<file path="src/rtl/branch_resolve_bht_pkg.sv">
// Shared branch-type codes and helpers for the EX-stage branch resolver and its BHT.
// The codes match the core's Parameters.v encoding bit for bit.
package branch_resolve_bht_pkg;

  localparam logic [2:0] BT_NOBRANCH = 3'd0;
  localparam logic [2:0] BT_BEQ      = 3'd1;
  localparam logic [2:0] BT_BNE      = 3'd2;
  localparam logic [2:0] BT_BLT      = 3'd3;
  localparam logic [2:0] BT_BLTU     = 3'd4;
  localparam logic [2:0] BT_BGE      = 3'd5;
  localparam logic [2:0] BT_BGEU     = 3'd6;

  // Codes 0 and 7 are not conditional branches.
  function automatic logic is_cond_branch(input logic [2:0] bt);
    return (bt >= BT_BEQ) && (bt <= BT_BGEU);
  endfunction

endpackage

</file>
<file path="src/rtl/sat_counter.sv">
// One BHT entry: a saturating up/down counter.
// It resets to weakly-not-taken, which is 0 followed by all ones.
module sat_counter #(
  parameter int WIDTH = 2
) (
  input  logic             clk,
  input  logic             rst,
  input  logic             en,
  input  logic             up,
  output logic [WIDTH-1:0] value
);

  localparam logic [WIDTH-1:0] INIT = WIDTH'((1 << (WIDTH-1)) - 1);
  localparam logic [WIDTH-1:0] MAX  = '1;

  always_ff @(posedge clk or posedge rst) begin
    if (rst) begin
      value <= INIT;
    end else if (en) begin
      if (up) begin
        if (value != MAX) value <= value + 1'b1;
      end else if (value != '0) begin
        value <= value - 1'b1;
      end
    end
  end

endmodule

</file>
<file path="src/rtl/branch_resolve_bht.sv">
// Top level: EX-stage branch resolution, an IF-stage BHT lookup and mispredict flagging.
// It also keeps saturating counts of branches and mispredicts.
module branch_resolve_bht
  import branch_resolve_bht_pkg::*;
#(
  parameter int XLEN        = 32,
  parameter int BHT_ENTRIES = 64,
  parameter int CTR_BITS    = 2,
  parameter int STAT_BITS   = 32
) (
  input  logic                 CPU_CLK,
  input  logic                 CPU_RST,
  input  logic [XLEN-1:0]      lookup_pc,
  output logic                 pred_taken,
  input  logic                 resolve_valid,
  input  logic [XLEN-1:0]      resolve_pc,
  input  logic [2:0]           BranchTypeE,
  input  logic [XLEN-1:0]      Operand1,
  input  logic [XLEN-1:0]      Operand2,
  input  logic                 pred_taken_e,
  output logic                 Branch,
  output logic                 mispredict,
  input  logic                 stat_clear,
  output logic [STAT_BITS-1:0] stat_branches,
  output logic [STAT_BITS-1:0] stat_mispredicts
);

  localparam int IDX = $clog2(BHT_ENTRIES);

  logic [IDX-1:0] lkp_idx, res_idx;
  logic           taken, is_br;
  logic [BHT_ENTRIES-1:0][CTR_BITS-1:0] ctr;

  assign lkp_idx = lookup_pc[IDX+1:2];
  assign res_idx = resolve_pc[IDX+1:2];

  // The PC's upper bits alias freely, and its low two bits are ignored.
  logic unused_pc_bits;
  assign unused_pc_bits = ^{lookup_pc[XLEN-1:IDX+2], lookup_pc[1:0],
                            resolve_pc[XLEN-1:IDX+2], resolve_pc[1:0]};

  always_comb begin
    taken = 1'b0;
    case (BranchTypeE)
      BT_BEQ:  taken = (Operand1 == Operand2);
      BT_BNE:  taken = (Operand1 != Operand2);
      BT_BLT:  taken = ($signed(Operand1) <  $signed(Operand2));
      BT_BGE:  taken = ($signed(Operand1) >= $signed(Operand2));
      BT_BLTU: taken = (Operand1 <  Operand2);
      BT_BGEU: taken = (Operand1 >= Operand2);
      default: taken = 1'b0;
    endcase
  end

  assign is_br      = resolve_valid && is_cond_branch(BranchTypeE);
  assign Branch     = resolve_valid && taken;
  assign mispredict = is_br && (Branch ^ pred_taken_e);

  // The lookup reads the pre-edge state, so an update to the same index shows up a cycle later.
  assign pred_taken = ctr[lkp_idx][CTR_BITS-1];

  genvar i;
  generate
    for (i = 0; i < BHT_ENTRIES; i++) begin : g_bht
      sat_counter #(.WIDTH(CTR_BITS)) u_ctr (
        .clk   (CPU_CLK),
        .rst   (CPU_RST),
        .en    (is_br && (res_idx == IDX'(i))),
        .up    (Branch),
        .value (ctr[i])
      );
    end
  endgenerate

  always_ff @(posedge CPU_CLK or posedge CPU_RST) begin
    if (CPU_RST) begin
      stat_branches    <= '0;
      stat_mispredicts <= '0;
    end else if (stat_clear) begin
      stat_branches    <= '0;
      stat_mispredicts <= '0;
    end else begin
      if (is_br && (stat_branches != '1))
        stat_branches <= stat_branches + 1'b1;
      if (mispredict && (stat_mispredicts != '1))
        stat_mispredicts <= stat_mispredicts + 1'b1;
    end
  end

endmodule

</file>
<file path="config.mk">
export PLATFORM = sky130hd
export DESIGN_NAME = branch_resolve_bht
export DESIGN_NICKNAME = d
export VERILOG_FILES = /design/src/rtl/branch_resolve_bht_pkg.sv /design/src/rtl/sat_counter.sv /design/src/rtl/branch_resolve_bht.sv
export SDC_FILE = /design/constraint.sdc
export NUM_CORES = 1
export LEC_CHECK = 0
export CORE_ASPECT_RATIO = 1.75
export CORE_UTILIZATION = 40
export DETAILED_ROUTE_END_ITERATION = 16
export PLACE_DENSITY_LB_ADDON = 0.25
export SLEW_MARGIN = 20
export SYNTH_ARGS = -nofsm -noshare
export SYNTH_HDL_FRONTEND = slang
export SYNTH_SLANG_ARGS = --single-unit
</file>
<file path="constraint.sdc">
create_clock -name CPU_CLK -period 8.35 [get_ports CPU_CLK]
set_clock_uncertainty 0.05 [all_clocks]
set_input_delay 2.0875 -clock CPU_CLK [delete_from_list [all_inputs] [get_ports CPU_CLK]]
set_output_delay 2.0875 -clock CPU_CLK [all_outputs]
set_load 0.02 [all_outputs]
</file>
# After elaboration in Yosys (flattened, before gate mapping)
# Cells that the tools add are included.
[classes]
order_cmp = 7
eq_ne = 201
bitwise = 1
reduce_logical = 265
add_sub_neg = 130
muxes = 199
[ops]
columns = ["op", "n"]
rows = [
  ["$mux W2", 193],
  ["$reduce_bool A2 Y1", 130],
  ["$eq A6 B6 Y1 const B", 32],
  ["$reduce_and A3 Y1", 64],
  ["$add A2 B1 Y2 const B", 64],
  ["$mux W32", 4],
  ["$ne A2 B1 Y1 const B", 64],
  ["$ne A2 B2 Y1 const B", 64],
  ["$sub A2 B1 Y2 const B", 64],
  ["$eq A6 B5 Y1 const B", 16],
  ["$logic_and A1 B1 Y1", 70],
  ["$add A32 B1 Y32 const B", 2],
  ["$ge A32 B32 Y1", 2],
  ["$lt A32 B32 Y1", 2],
  ["$ne A32 B32 Y1 const B", 2],
  ["$eq A6 B4 Y1 const B", 8],
  ["$eq A32 B32 Y1", 1],
  ["$ne A32 B32 Y1", 1],
  ["$eq A6 B3 Y1 const B", 4],
  ["$bmux W2 S6", 1],
  ["$eq A6 B2 Y1 const B", 2],
  ["$eq A3 B3 Y1 const B", 3],
  ["$lt A6 B7 Y1 const B", 1],
  ["$eq A3 B2 Y1 const B", 2],
  ["7 further kinds", 7],
]
[totals]
output_inout_bits = 67
reg_bits = 192
wordCells = 869

# Depth between registers and ports, before layout
[logic_depth]
ltp_word = 8
ltp_mapped = 14

# By module
# From an unflattened synthesis, not the netlist that was laid out.
[hier_totals]
hier_cells = 1402
area_unflattened_um2 = 12802.3
[by_module_without_submodules]
columns = ["module", "area_per_inst_um2", "instances", "cells_each", "seq_area_each_um2"]
rows = [
  ["sat_counter", 117.6, 64, 12, 51.3],
  ["branch_resolve_bht", 5275.1, 1, 634, 1601.5],
]

# Least setup slack after synthesis
# OpenSTA, ideal clock, no wires.
[synth_timing]
path_kind = "input port to output port"
start = "input port lookup_pc[2]"
end = "output port pred_taken"
path_slack_ns = 1.697
path_stages = 5
arrival_ns = 4.515
path_buffers = 2
t_required_ns = 6.213
cell_sequence = "clkbuf_1 -> buf_1 -> mux4_2 -> mux4_2 -> mux4_2"
[synth_between]
elab_chain_cells = 2
[synth_lines]
columns = ["item", "line", "rtl"]
rows = [
  ["from (decl)", "branch_resolve_bht.sv:13", "input logic [XLEN-1:0] lookup_pc,"],
  ["$bmux W2 S6", "branch_resolve_bht.sv:60", "assign pred_taken = ctr[lkp_idx][CTR_BITS-1];"],
  ["$mux W2 (implied by the code)", "branch_resolve_bht.sv:60", ""],
  ["to (decl)", "branch_resolve_bht.sv:14", "output logic pred_taken,"],
]
# No other way between the ends. The select of a mux whose other input is x is not followed.

# Worst setup path after layout
[layout_timing]
start = "input port Operand2[31]"
end = "output port mispredict"
[layout_between]
elab_chain_cells = 5
[layout_lines]
columns = ["item", "line", "rtl"]
rows = [
  ["from (decl)", "branch_resolve_bht.sv:19", "input logic [XLEN-1:0] Operand2,"],
  ["$ge A32 B32 Y1, or another cell as far along", "branch_resolve_bht.sv:50", "BT_BGEU: taken = (Operand1 >= Operand2);"],
  ["$pmux W1 S6 *", "branch_resolve_bht.sv:44", "case (BranchTypeE)"],
  ["$logic_and A1 B1 Y1 *", "branch_resolve_bht.sv:56", "assign Branch = resolve_valid && taken;"],
  ["$xor A1 B1 Y1 *", "branch_resolve_bht.sv:57", "assign mispredict = is_br && (Branch ^ pred_taken_e);"],
  ["$logic_and A1 B1 Y1 *", "branch_resolve_bht.sv:57", ""],
  ["to (decl)", "branch_resolve_bht.sv:22", "output logic mispredict,"],
]
# Every way passes the cells marked *; elsewhere a longest branch is shown, timed or not.

==> impl_metrics.py <==
metrics = {
    "outcome": {
        "status": "complete, no violations",
    },
    "clocking": {
        "cts.sinks": 192,
        "cts_tree": "done",
        "cts_resized": 0,
        "cts.reportedPaths.clkPinSlew_ns": 0.07,
        "clockBufferDepth": 2,
        "cts_buffers": 17,
        "cts_root_buf": "clkbuf_16",
        "cts_hold_buf": 0,
        "postCtsSetupRepairBufs": 0,
        "h-tree-depth": 4,
        "clk_latency_ns": 0.45,
    },
    "detailed_routing": {
        "drt_iter0_drc": 551,
        "vias_per_cell": 5.63,
        "post_drt_wl_per_cell_microns": 16.8,
        "drc": 0,
        "drtPass1Iterations": 5,
        "num_vias": 11300,
        "postRouteWirelength_microns": 33500,
        "postRouteAntennaNets": 0,
    },
    "die": {
        "num_io_pins": 203,
        "die_x_microns": 137,
        "rows": 85,
        "start_util": 0.410,
        "die_area_sq_um": 32500,
        "die_h_microns": 238,
        "core_sq_um": 30900,
    },
    "setup_path": {
        "crit_path_start_kind": "input port",
        "critical_path.max_stage_delay_ns": 0.66,
        "worst-path-max-fanout": 6,
        "critPathMostFrequentCell": "clkdlybuf4s50_1",
        "endpoint_kind": "output port",
        "cp_cell_sequence": "clkdlybuf4s50_1, inv_1, ha_1, nand4_4, nor4_2, o311ai_1, a41oi_1, o21ai_1, o21a_2, xnor2_1, nor2_1, clkdlybuf4s50_1",
        "required_ns": 6.21,
        "worstPathArrival_ns": 5.32,
        "path_class": "in -> out",
        "slowest_stage": "clkdlybuf4s50_1",
    },
    "power": {
        "leakage_nw": 6.15,
        "ir_worst_vdd_v": 0.000152,
        "power.density_nw_per_um2": 165,
    },
    "grt": {
        "grt_pass1_wl_microns": 54900,
        "grt_use_total": 0.215,
        "grt_overflow": 0,
        "grt_pass1_vias": 11100,
        "antenna_found_initial": 0,
        "grt_max_degree": 108,
    },
    "timing": {
        "maxSlewHeadroom": 0.254,
        "setup_violations": 0,
        "fin_ws_ns": 0.892,
        "rsz0062_at_grt": "false",
        "finalCritPeriodShare": 0.893,
        "hold_violations": 0,
        "worst_pin_slew_ns": 1.11,
        "tns_ns": 0,
        "finalCriticalPeriod_ns": 7.46,
        "holdWs_ns": 0.437,
        "clock.fmax_mhz": 134,
        "maxSlewViolCount": 0,
    },
    "layout": {
        "post-route-util": 0.484,
        "n_antenna_cell": 0,
        "drive_gt1_frac": 0.101,
        "area.growth.synth_to_final_pct": 18.1,
        "final_cells": 1998,
        "fillers": 2933,
        "fin_nets": 1764,
    },
    "placed_design": {
        "gp_congestion": 0.834,
        "pre_cts_ws_ns": 0.871,
        "placed_cells": 1965,
        "port_buffers": 150,
        "dp_hpwl_microns": 23600,
    },
    "logic_synthesis": {
        "synth_common_cells": "204 x nor2_1, 128 x dfrtp_1, 126 x nand2_1",
        "ys_seq_area_frac": 0.385,
        "synth_edf_count": 0,
        "avgSynthCellArea_sq_um": 8.53,
        "ys_ff_latch": 192,
        "synthCells": 1488,
        "syn_nets": 1658,
        "synth_top_area_frac": 0.252,
        "ys.flop_type": "dfrtp_1",
        "synth.distinct_cells": 64,
        "yosys.area.top_type": "dfrtp_1",
        "netlist_area_sq_um": 12700,
        "synthArstFlopShare": 1.00,
        "ys_top_cells_by_area": "dfrtp_1 25%, dfstp_2 13%, nor2_1 6.0%, mux2i_1 4.7%, a21oi_1 4.1%",
        "synth_most_common_cell": "nor2_1",
        "yosysWarnings": 0,
    },
    "job": {
        "maxCapViolations": 0,
    },
    "hold_path": {
        "holdCritPathClass": "reg -> reg",
    },
}
==> per-layer routing <==
| layer | track usage | wire [microns] |
|---|---|---|
| met1 | 0.227 | 12800 |
| met4 | 0.0923 | 1040 |
| met2 | 0.406 | 18300 |
| met5 | 0 | 0 |
| met3 | 0.0395 | 1410 |
==> cell usage in the layout, fill, tap and decap left out, drive strengths merged, types with 21 or more instances in the layout <==
cell,synthesis,layout
nor2,206,206
dfrtp,128,128
clkdlybuf4s50,0,149
mux4,21,21
dfstp,64,64
nand4,42,42
nor2b,36,36
a211oi,29,29
o21ai,92,92
nor3,56,56
mux2i,60,60
nand3,57,57
and3,44,44
mux2,31,31
a21oi,104,104
inv,112,113
ha,34,34
o22ai,26,26
clkbuf,38,22
nand2,127,127
==> path summary, 6_finish.rpt <==
check / startpoint / end / slack (ns) / cells past startpoint
max: Operand2[31] / mispredict / 0.89 / 12
min: g_bht[41].u_ctr.value[0]$_DFFE_PP1P_ / g_bht[41].u_ctr.value[0]$_DFFE_PP1P_ / 0.44 / 1
max reg2reg: stat_mispredicts[6]$_DFFE_PP0P_ / stat_mispredicts[13]$_DFFE_PP0P_ / 5.22 / 9
min reg2reg: g_bht[41].u_ctr.value[0]$_DFFE_PP1P_ / g_bht[41].u_ctr.value[0]$_DFFE_PP1P_ / 0.44 / 1
max in group asynchronous: CPU_RST / g_bht[50].u_ctr.value[1]$_DFFE_PP0P_ / 4.91 / 3
min in group asynchronous: CPU_RST / g_bht[22].u_ctr.value[1]$_DFFE_PP0P_ / 2.03 / 2
==> flip-flops by register name, summed over array words and instances (netlist names) <==
register,count
stat_branches,32
g_bht.u_ctr.value,128
stat_mispredicts,32
==> final cells by class <==
class,count,area (sq um),area share
Inverter,112,430,0.0287
Clock buffer,22,464,0.0310
Tap cell,391,489,0.0326
Sequential cell,192,4880,0.326
Multi-Input combinational cell,1105,6990,0.466
Clock inverter,10,110,0.00735
Timing Repair Buffer,166,1620,0.108
==> critical path: cells and delay by family <==
kind            cells  cell delay, ns
compound gates      4            0.85
buf+inv             3            1.15
simple gates        3            0.72
fa+ha+maj           1            0.40
xor+xnor            1            0.12
==> power breakdown <==
part           leakage [nW]  switching, mW  internal [mW]
Combinational          3.60          0.254          0.197
Clock                 0.284          0.377          0.456
Sequential             2.26          0.111           1.08
Total                  6.15          0.743           1.73
==> per-stage QoR <==
step / cell area (sq um) / total power, mW
3_5_place_dp: 14400 / 1.66
6_report: 15000 / 2.47
5_1_grt: 15000 / 2.61
4_1_cts: 15000 / 2.50
3_3_place_gp: 14400 / 1.64
2_1_floorplan: 12700 / 1.50
==> logic make-up (layout without fill, tap and decap cells) <==
group / count (synthesis) / in the layout / share of synthesized area
muxes: 112 / 112 / 0.112
xor gates and xnor gates: 32 / 32 / 0.0221
adders and majority gates: 34 / 34 / 0.0335
and+or+nand+nor: 621 / 621 / 0.238
AOI/OAI and AO/OA: 306 / 306 / 0.144
buffers and inverters: 191 / 310 / 0.0653
DFF: 192 / 192 / 0.385
(Power assumes the default switching activity.)
